--- src/rtl/vga_fb_arbiter.sv ---
// Framebuffer port arbiter: display reads on even active pixels, writer gets all other slots,
// double-buffered with tear-free swap at frame end. Define FBARB_STATS_EN to add the stall_cnt output.
module vga_fb_arbiter #(
  parameter int H_ACTIVE = 1024,
  parameter int V_ACTIVE = 768,
  parameter int BUF_AW   = 19
) (
  input  logic              clk,
  input  logic              reset,
  input  logic [10:0]       pixel_x,
  input  logic [9:0]        pixel_y,
  input  logic              video_on,
  input  logic              wr_valid,
  output logic              wr_ready,
  input  logic [BUF_AW-1:0] wr_addr,
  input  logic [23:0]       wr_data,
  input  logic [1:0]        wr_be,
  input  logic              swap_req,
  output logic              swap_done,
  output logic              front_sel,
  output logic              mem_en,
  output logic [1:0]        mem_we,
  output logic [BUF_AW:0]   mem_addr,
  output logic [23:0]       mem_wdata,
  input  logic [23:0]       mem_rdata,
  output logic [11:0]       pix_rgb,
  output logic              pix_valid,
`ifdef FBARB_STATS_EN
  output logic [15:0]       stall_cnt,
`endif
  output logic              swap_state
);

  // Writer handshake: a transfer happens in any cycle where wr_valid && wr_ready.
  // wr_ready is combinational, never depends on wr_valid, and drops on display slots and reset.
  typedef enum logic {SHOW = 1'b0, PEND = 1'b1} state_t;

  state_t            state, state_nx;
  logic              disp_slot;
  logic              wr_hs;
  logic              frame_end;
  logic              do_swap;
  logic [BUF_AW-1:0] disp_addr;
  logic              v_d1, v_d2;
  logic              odd_d1, odd_d2;
  logic [11:0]       hold_hi;

  assign disp_slot = video_on && !pixel_x[0];
  assign wr_ready  = !reset && !disp_slot;
  assign wr_hs     = wr_valid && wr_ready;
  assign frame_end = video_on && (pixel_x == 11'(H_ACTIVE - 1)) && (pixel_y == 10'(V_ACTIVE - 1));
  assign disp_addr = BUF_AW'(pixel_y) * BUF_AW'(H_ACTIVE / 2) + BUF_AW'(pixel_x[10:1]);
  assign swap_state = state;

  // Memory request register
  always_ff @(posedge clk) begin
    if (reset) begin
      mem_en    <= 1'b0;
      mem_we    <= 2'b00;
      mem_addr  <= '0;
      mem_wdata <= '0;
    end else if (disp_slot) begin
      mem_en    <= 1'b1;
      mem_we    <= 2'b00;
      mem_addr  <= {front_sel, disp_addr};
    end else if (wr_hs) begin
      // A write with no pixel enables is consumed but never reaches the RAM.
      mem_en    <= |wr_be;
      mem_we    <= wr_be;
      mem_addr  <= {~front_sel, wr_addr};
      mem_wdata <= wr_data;
    end else begin
      mem_en    <= 1'b0;
      mem_we    <= 2'b00;
    end
  end

  // Pixel pipeline: the even pixel is taken straight from RAM, the odd one from hold_hi.
  always_ff @(posedge clk) begin
    if (reset) begin
      v_d1      <= 1'b0;
      v_d2      <= 1'b0;
      odd_d1    <= 1'b0;
      odd_d2    <= 1'b0;
      hold_hi   <= '0;
      pix_valid <= 1'b0;
      pix_rgb   <= '0;
    end else begin
      v_d1      <= video_on;
      v_d2      <= v_d1;
      odd_d1    <= pixel_x[0];
      odd_d2    <= odd_d1;
      pix_valid <= v_d2;
      if (!v_d2)
        pix_rgb <= '0;
      else if (odd_d2)
        pix_rgb <= hold_hi;
      else begin
        pix_rgb <= mem_rdata[11:0];
        hold_hi <= mem_rdata[23:12];
      end
    end
  end

  // Swap FSM: state register
  always_ff @(posedge clk) begin
    if (reset) state <= SHOW;
    else       state <= state_nx;
  end

  // Swap FSM: next state
  always_comb begin
    state_nx = state;
    if (do_swap)       state_nx = SHOW;
    else if (swap_req) state_nx = PEND;
  end

  // Swap FSM: outputs
  always_comb begin
    do_swap = 1'b0;
    if (frame_end && (state == PEND || swap_req)) do_swap = 1'b1;
  end

  always_ff @(posedge clk) begin
    if (reset) begin
      swap_done <= 1'b0;
      front_sel <= 1'b0;
    end else begin
      swap_done <= do_swap;
      if (do_swap) front_sel <= ~front_sel;
    end
  end

`ifdef FBARB_STATS_EN
  // Stall counter restarts each buffer swap and saturates instead of wrapping.
  always_ff @(posedge clk) begin
    if (reset || swap_done)
      stall_cnt <= '0;
    else if (wr_valid && !wr_ready && stall_cnt != 16'hFFFF)
      stall_cnt <= stall_cnt + 16'd1;
  end
`endif

endmodule

--- config.mk ---
export PLATFORM = sky130hd
export DESIGN_NAME = vga_fb_arbiter
export DESIGN_NICKNAME = d
export VERILOG_FILES = /design/src/rtl/vga_fb_arbiter.sv
export SDC_FILE = /design/constraint.sdc
export NUM_CORES = 1
export LEC_CHECK = 0
export ABC_AREA = 1
export BUFFER_PORTS_ARGS = -buffer_cell sky130_fd_sc_hd__buf_4
export CAP_MARGIN = 30
export CORE_MARGIN = 3
export CORE_UTILIZATION = 41
export DETAILED_ROUTE_END_ITERATION = 12
export PLACE_DENSITY = 0.76
export SLEW_MARGIN = 20
export SYNTH_ARGS = -nofsm -noshare
export SYNTH_HDL_FRONTEND = slang
export SYNTH_SLANG_ARGS = --single-unit
--- constraint.sdc ---
create_clock -name clk -period 1.3 [get_ports clk]
set_input_delay 0.39 -clock clk [delete_from_list [all_inputs] [get_ports clk]]
set_output_delay 0.39 -clock clk [all_outputs]
set_load 0.01 [all_outputs]
; ---- After elaboration in Yosys (flattened, before gate mapping)
; Index checks and enable logic that the tools add are counted.
[word_totals]
regBits = 79
input_bits = 95
output_inout_bits = 64
[op_classes]
n_addsub = 1
eq_ne = 2
mux = 6
bitwise_logic = 5
n_reduce_logical = 17
[op_table]
columns = operator, n
row1 = 20-bit two-way mux, 2
row2 = 19-bit by 10-bit adder with 19-bit output, 1
row3 = 12-bit two-way mux, 1
row4 = 11-bit by 10-bit equality test with 1-bit output (second input constant), 1
row5 = 10-bit equality test (second input constant), 1
row6 = 1-bit logical AND, 6
row7 = 2-bit OR reduction, 3
row8 = 1-bit inverter, 5
row9 = 2-bit AND reduction, 2
row10 = 1-bit zero test, 3
row11 = 1-bit two-way mux, 3
row12 = 3-bit OR reduction, 1
row13 = 2-bit nonzero test, 1
row14 = 1-bit logical OR, 1

; ---- Depth between registers and ports, before layout
; Gate-level depths: netlist of run 1.
[logic_depth]
depth_word = 7
depth_mapped = 9

; ---- Worst setup path before layout of run 1
; OpenSTA, ideal clock, no wires.
[synth_path]
kind = input to register
from = in pixel_x[10]
to = reg mem_addr[17]
arrival_ps = 1235
required_ps = 1168
path_slack_ps = -67
stages = 9
path_buffers = 0
path_cell_list = ha_1 ha_1 inv_1 nor2_1 nand2_1 nand2_1 nand3_1 nand2_1 a21oi_1
[synth_via]
elab_chain_len = 2
[synth_rtl]
columns = element, line
row1 = from (decl), 10  ; input logic [10:0] pixel_x,
row2 = 19-bit by 10-bit adder with 19-bit output, 52  ; assign disp_addr = BUF_AW'(pixel_y) * BUF_AW'(H_ACTIVE / 2) + BUF_AW'(pixel_x[10:1]);
row3 = 20-bit two-way mux, 62  ; end else if (disp_slot) begin
row4 = to (signal assigned), 65  ; mem_addr <= {front_sel, disp_addr};
row5 = to (signal assigned), 70  ; mem_addr <= {~front_sel, wr_addr};
row6 = to (decl), 23  ; output logic [BUF_AW:0] mem_addr,
; No other way between the ends.
; A chain may end at the register's enable or synchronous reset.

; ---- Final worst setup path of run 1
[layout_path]
from = reg mem_addr[8]
to = out mem_addr[8]
; No word-level cell between the ends.

==> results of run 1 <==
[layer usage]
layer  GRT usage  routed length (µm)
met1       0.243                3630
met3      0.0761                 988
met5           0                   0
met2       0.374                4560
met4      0.0710                 143
[power groups by stage]
| stage | Sequential [µW] | Clock (µW) | Combinational (µW) |
|---|---|---|---|
| final | 2620 | 1870 | 932 |
| after global routing | 2640 | 2030 | 1030 |
| after CTS | 2620 | 1920 | 939 |
| after detailed placement | 2680 | 0 | 926 |
| after global placement | 2670 | 0 | 914 |
| after floorplan | 2720 | 0 | 323 |
[worst reg2reg max path: cells and delay by family (launching register included)]
| kind | cells | cell delay [ns] |
|---|---|---|
| flip-flops | 1 | 0.31 |
| buffers and inverters | 2 | 0.24 |
| AND/OR/NAND/NOR | 3 | 0.33 |
[registers in the layout (all words and copies together) (netlist names)]
| signal | count |
|---|---|
| v_d2 | 1 |
| mem_en | 1 |
| hold_hi | 12 |
| pix_rgb | 12 |
| front_sel | 1 |
| mem_we | 2 |
| swap_state | 1 |
| mem_addr | 20 |
| swap_done | 1 |
| pix_valid | 1 |
| odd_d2 | 1 |
| v_d1 | 1 |
| odd_d1 | 1 |
| mem_wdata | 24 |
[cell type report]
class                   count  area, µm²  area share
flip-flops and latches     79       1580       0.322
repair buffers            192       1510       0.307
multi-input cells         296       1360       0.276
inverters                  34        140      0.0285
clock buffers               9        124      0.0252
well taps                  99        124      0.0252
clock inverters             7       80.1      0.0163
[worst paths after layout]
kind	from	end	cells after the start	slack, ns
worst max register to register	v_d2	hold_hi[10]	5	0.33
worst max-delay path	mem_addr[8]	mem_addr[8]	1	0.06
worst min-delay path	wr_data[23]	mem_wdata[23]	3	0.23
worst min register to register	v_d1	v_d2	2	0.41
[kinds of logic after synthesis]
family | Yosys count | share of synthesized area
xor gates and xnor gates | 2 | 0.00550
AOI/OAI and AO/OA | 60 | 0.104
buffers and inverters | 55 | 0.0817
and+or+nand+nor | 232 | 0.305
DFF | 79 | 0.496
adders and majority gates | 2 | 0.00785
[synthesized netlist by cell type]
| cell | number |
|---|---|
| nand2_1 | 129 |
| dfxtp_1 | 79 |
| nor2_1 | 51 |
| nand3_1 | 37 |
| inv_1 | 31 |
| a21oi_1 | 27 |
| o21ai_0 | 19 |
| clkbuf_1 | 9 |
| a22oi_1 | 7 |
| buf_2 | 7 |
| nand4_1 | 5 |
| a31oi_1 | 4 |
| buf_6 | 2 |
| ha_1 | 2 |
| nand2_2 | 2 |
| nand3b_1 | 2 |
| nor3_1 | 2 |
| o211ai_1 | 2 |
| or2_2 | 2 |
| a211oi_1 | 1 |
| buf_1 | 1 |
| buf_12 | 1 |
| buf_4 | 1 |
| inv_2 | 1 |
| inv_4 | 1 |
| inv_8 | 1 |
| nand2_4 | 1 |
| nand3_4 | 1 |
| xnor2_1 | 1 |
| xor2_1 | 1 |
[stage by stage]
| step | worst slack, ns | std cells |
|---|---|---|
| 3_3_place_gp | -0.194 | 699 |
| 6_report | 0.0602 | 716 |
| 5_1_grt | 0.0158 | 716 |
| 3_5_place_dp | -0.272 | 699 |
| 2_1_floorplan | -0.0141 | 430 |
| 4_1_cts | 0.0347 | 716 |
[repair_timing]
| action | in CTS | in global routing |
|---|---|---|
| resized for setup | 7 | 1 |
| hold endpoints to repair | 0 | 0 |
| pin swaps | 2 | 0 |
| buffers inserted | 2 | 0 |
| endpoints found under the setup margin | 1 | 3 |
==> impl_metrics.toml, run 1 <==
[pwr]
ir_drop_uv = 516
switchingPower_uw = 1450
power.density_nw_per_um2 = 1100
power.internal_uw = 3970
combPwrFrac = 0.172
leakage_uw = 0.00249
clockPowerShare = 0.344
finalPower_uw = 5420
sequentialPowerShare = 0.484
sw_frac_of_total = 0.267

[clocking]
cts_tree = "done"
cts.sinks = 79
clockBufferDepth = 2
path_clk_slew_ns = 0.09
cts.htree.levels = 3
cts_made_buffers = 9
clk_latency_ns = 0.34
cts_hold_buffers = 0
cts-root-buf = "clkbuf_8"

[final_layout]
antenna_cells = 0
mostFrequentLayoutCell = "buf_4"
final_util = 0.663
fillCellCount = 645
nNetsFinal = 709
layout-drive-gt1-share = 0.360
areaGrowthSynthToFinish_pct = 54.3
final_cell_mix = "buf_4, nand2_1, dfxtp_1, nor2_1, nand3_1"
fin_area_um2 = 4910

[global_routing]
first_global_vias = 3311
track_usage = 0.215
overflow = 0
grt_max_degree = 39
grt_pass1_wl_mm = 15.1
antenna_found_initial = 0

[die]
ios = 159
die_x_um = 94.1
initial_core_util = 0.430
die_y_um = 94.1
core-area_um2 = 7410
die_area_um2 = 8860
row_count = 31

[critical_path]
path_max_fanout = 2
worstSetupEndpointType = "primary output"
critical_path_class = "reg2out"
critical_path_arrival_ns = 0.85
startpoint_type = "register"
cp_slowest_cell = "dfxtp_1"
crit_buf_inv = 1
max_stage_delay_ns = 0.36
cp_cell_sequence = "buf_4"
critPathRequiredTime_ns = 0.91
crit_family = "flip-flops"

[timing]
tightestPinTransition_ns = 0.379
holdWs_ns = 0.235
rsz0062_at_grt = "false"
finalSetupTns_ns = 0
fmax_mhz = 807
fin_skew_ns = 0.0118
final-max-slew-violation-count = 0
hold_violations = 0
slew_headroom = 0.747
setup-violations-final = 0
period_share = 0.954
layout_min_cycle_time_ns = 1.24

[yosys]
synthTopCellsByArea = "dfxtp_1, nand2_1, nor2_1"
yosysWarnings = 0
synth_seq_cells = 79
netlist_instances = 430
yosys.area.top_type = "dfxtp_1"
yosysSeqAreaShare = 0.496
synth_top_area_share = 0.496
syn_area_um2 = 3190
postSynthAreaPerCell_um2 = 7.41
synth_nets = 527
synth.distinct_cells = 30

[min_path]
min-delay-path-class = "in2reg"

[run]
cap_violations = 0

[placed_design]
dp_hpwl_mm = 7.31
gp_congestion = 0.903
placed_area_um2 = 4680
portBuffers = 158

[routing]
num_vias = 3435
wl_per_cell_um = 13.0
drt_wl_total_mm = 9.32
postRouteAntennaNets = 0
drc_errors = 0
vias_per_cell = 4.80
drt_iter0_drc = 117
dr.pass1.iters = 4

[run_status]
status = "complete, no violations"
(Power assumes the default switching activity.)
==> run 2, diff against run 1 <==
--- a/config.mk
+++ b/config.mk
@@ -6,12 +6,12 @@
 export NUM_CORES = 1
 export LEC_CHECK = 0
 export ABC_AREA = 1
-export BUFFER_PORTS_ARGS = -buffer_cell sky130_fd_sc_hd__buf_4
 export CAP_MARGIN = 30
 export CORE_MARGIN = 3
-export CORE_UTILIZATION = 41
+export CORE_UTILIZATION = 45
 export DETAILED_ROUTE_END_ITERATION = 12
-export PLACE_DENSITY = 0.76
+export DONT_BUFFER_PORTS = 1
+export PLACE_DENSITY = 0.62
 export SLEW_MARGIN = 20
 export SYNTH_ARGS = -nofsm -noshare
 export SYNTH_HDL_FRONTEND = slang
==> impl_metrics.toml, run 2 (synthesis gave the netlist of run 1 again) <==
[clocking]
cts.htree.levels = 3
cts_made_buffers = 9
cts-root-buf = "clkbuf_8"
cts_setup_buffers = 0
cts_hold_buffers = 0
cts.sinks = 79
clockBufferDepth = 2
cts_tree = "done"
clk_latency_ns = 0.34
path_clk_slew_ns = 0.08

[pwr]
power.density_nw_per_um2 = 1400
ir_drop_uv = 750
leakage_uw = 0.00156

[placed_design]
place_inst = 513
placed_area_um2 = 3290
portBuffers = 0
gp_congestion = 0.758
dp_hpwl_mm = 5.56

[min_path]
min_delay_path_depth = 1
hold-path-endpoint = "mem_en"
min-delay-path-class = "in2reg"
hp-start = "reset"

[critical_path]
ff2ff_path_depth = 5
path_max_fanout = 6
startpoint_type = "input port"
critical_path_arrival_ns = 0.86
rrSetupSlack_ns = 0.19
regToRegEndpoint = "hold_hi[4]"
cp_slowest_cell = "buf_4"
critPathRequiredTime_ns = 0.91
max_stage_delay_ns = 0.16
worstSetupEndpointType = "primary output"
r2r-start = "v_d2"
critical_path_class = "in2out"
cp_cell_sequence = "inv_2, nand2_4, inv_1, buf_4, nor2_4"

[global_routing]
overflow = 0
first_global_vias = 2594
antenna_found_initial = 0
grt_max_degree = 39
track_usage = 0.188
grt_pass1_wl_mm = 12.4

[final_layout]
layout-drive-gt1-share = 0.0855
fillCellCount = 685
antenna_cells = 0
largest_reg_flops = 24
layout.cells.non_filler = 529
fin_area_um2 = 3510
max_flop_register = "mem_wdata"
biggestRegsByFlops = "mem_wdata (24), mem_addr (20)"
areaGrowthSynthToFinish_pct = 10.1
nNetsFinal = 525
mostFrequentLayoutCell = "nand2_1"
final_cell_mix = "nand2_1, dfxtp_1, nor2_1, nand3_1, inv_1"

[timing]
tightestPinTransition_ns = 0.363
rsz0062_at_grt = "false"
setup-violations-final = 0
period_share = 0.963
slew_headroom = 0.758
layout_min_cycle_time_ns = 1.25
fmax_mhz = 799
finalSetupTns_ns = 0
fin_skew_ns = 0.00585
final-max-slew-violation-count = 0
hold_violations = 0
holdWs_ns = 0.116

[routing]
vias_per_cell = 5.14
num_vias = 2720
drt_wl_total_mm = 7.59
postRouteAntennaNets = 0
wl_per_cell_um = 14.3
dr.pass1.iters = 4
drc_errors = 0
drt_iter0_drc = 118

[die]
row_count = 30
core-area_um2 = 6830
die_x_um = 90.1
die_y_um = 90.1
die_area_um2 = 8120
ios = 159
initial_core_util = 0.466

[run_status]
status = "complete, no violations"

[run]
cap_violations = 0
## run 2: power breakdown
part | switching, µW | leakage (µW) | internal, µW
logic | 226 | 0.000816 | 149
clock network | 901 | 0.0000989 | 946
registers | 134 | 0.000648 | 2550
## run 2: worst max path at each step
stage | cells after the start | end | start
finish | 5 | wr_ready | pixel_x[0]
detailed placement | 5 | hold_hi[4] | v_d2
global placement | 5 | hold_hi[10] | v_d2
global route | 5 | hold_hi[8] | v_d2
CTS | 5 | hold_hi[4] | v_d2
floorplan | 9 | mem_addr[17] | pixel_x[10]
## run 2: critical path: cells and delay by family
kind,cells,cell delay (ns)
and+or+nand+nor,2,0.19
buffers and inverters,3,0.28
## run 2: cell type report
| class | count | area, µm² | share of cell area |
|---|---|---|---|
| Sequential cell | 79 | 1580 | 0.451 |
| Clock inverter | 6 | 67.6 | 0.0193 |
| Multi-Input combinational cell | 296 | 1360 | 0.389 |
| Clock buffer | 10 | 138 | 0.0393 |
| Inverter | 34 | 138 | 0.0393 |
| Tap cell | 96 | 120 | 0.0343 |
| Timing Repair Buffer | 8 | 97.6 | 0.0278 |
## run 2: per-stage QoR
stage / utilization / power, µW / worst slack [ns]
finish: 0.513 / 4910 / 0.0481
global route: 0.513 / 5130 / 0.000808
CTS: 0.512 / 4970 / 0.0171
detailed placement: 0.481 / 3120 / -0.212
global placement: 0.481 / 3110 / -0.175
floorplan: - / 3040 / -0.0141
## run 2: per-layer routing
metal	routed length, µm	part of all wire	vias to the layer above	GRT usage
li1	-	-	1379	-
met1	3060	0.40	1199	0.220
met2	3620	0.48	129	0.311
met3	764	0.10	13	0.0661
met4	149	0.020	0	0.0804
met5	0	0	-	0
## run 2: repair_timing
| item | CTS | global route |
|---|---|---|
| cloned | 0 | 0 |
| gates resized for setup | 1 | 2 |
| endpoints found under the hold margin | 0 | 0 |
| pin swaps | 0 | 0 |
| endpoints found under the setup margin | 12 | 13 |
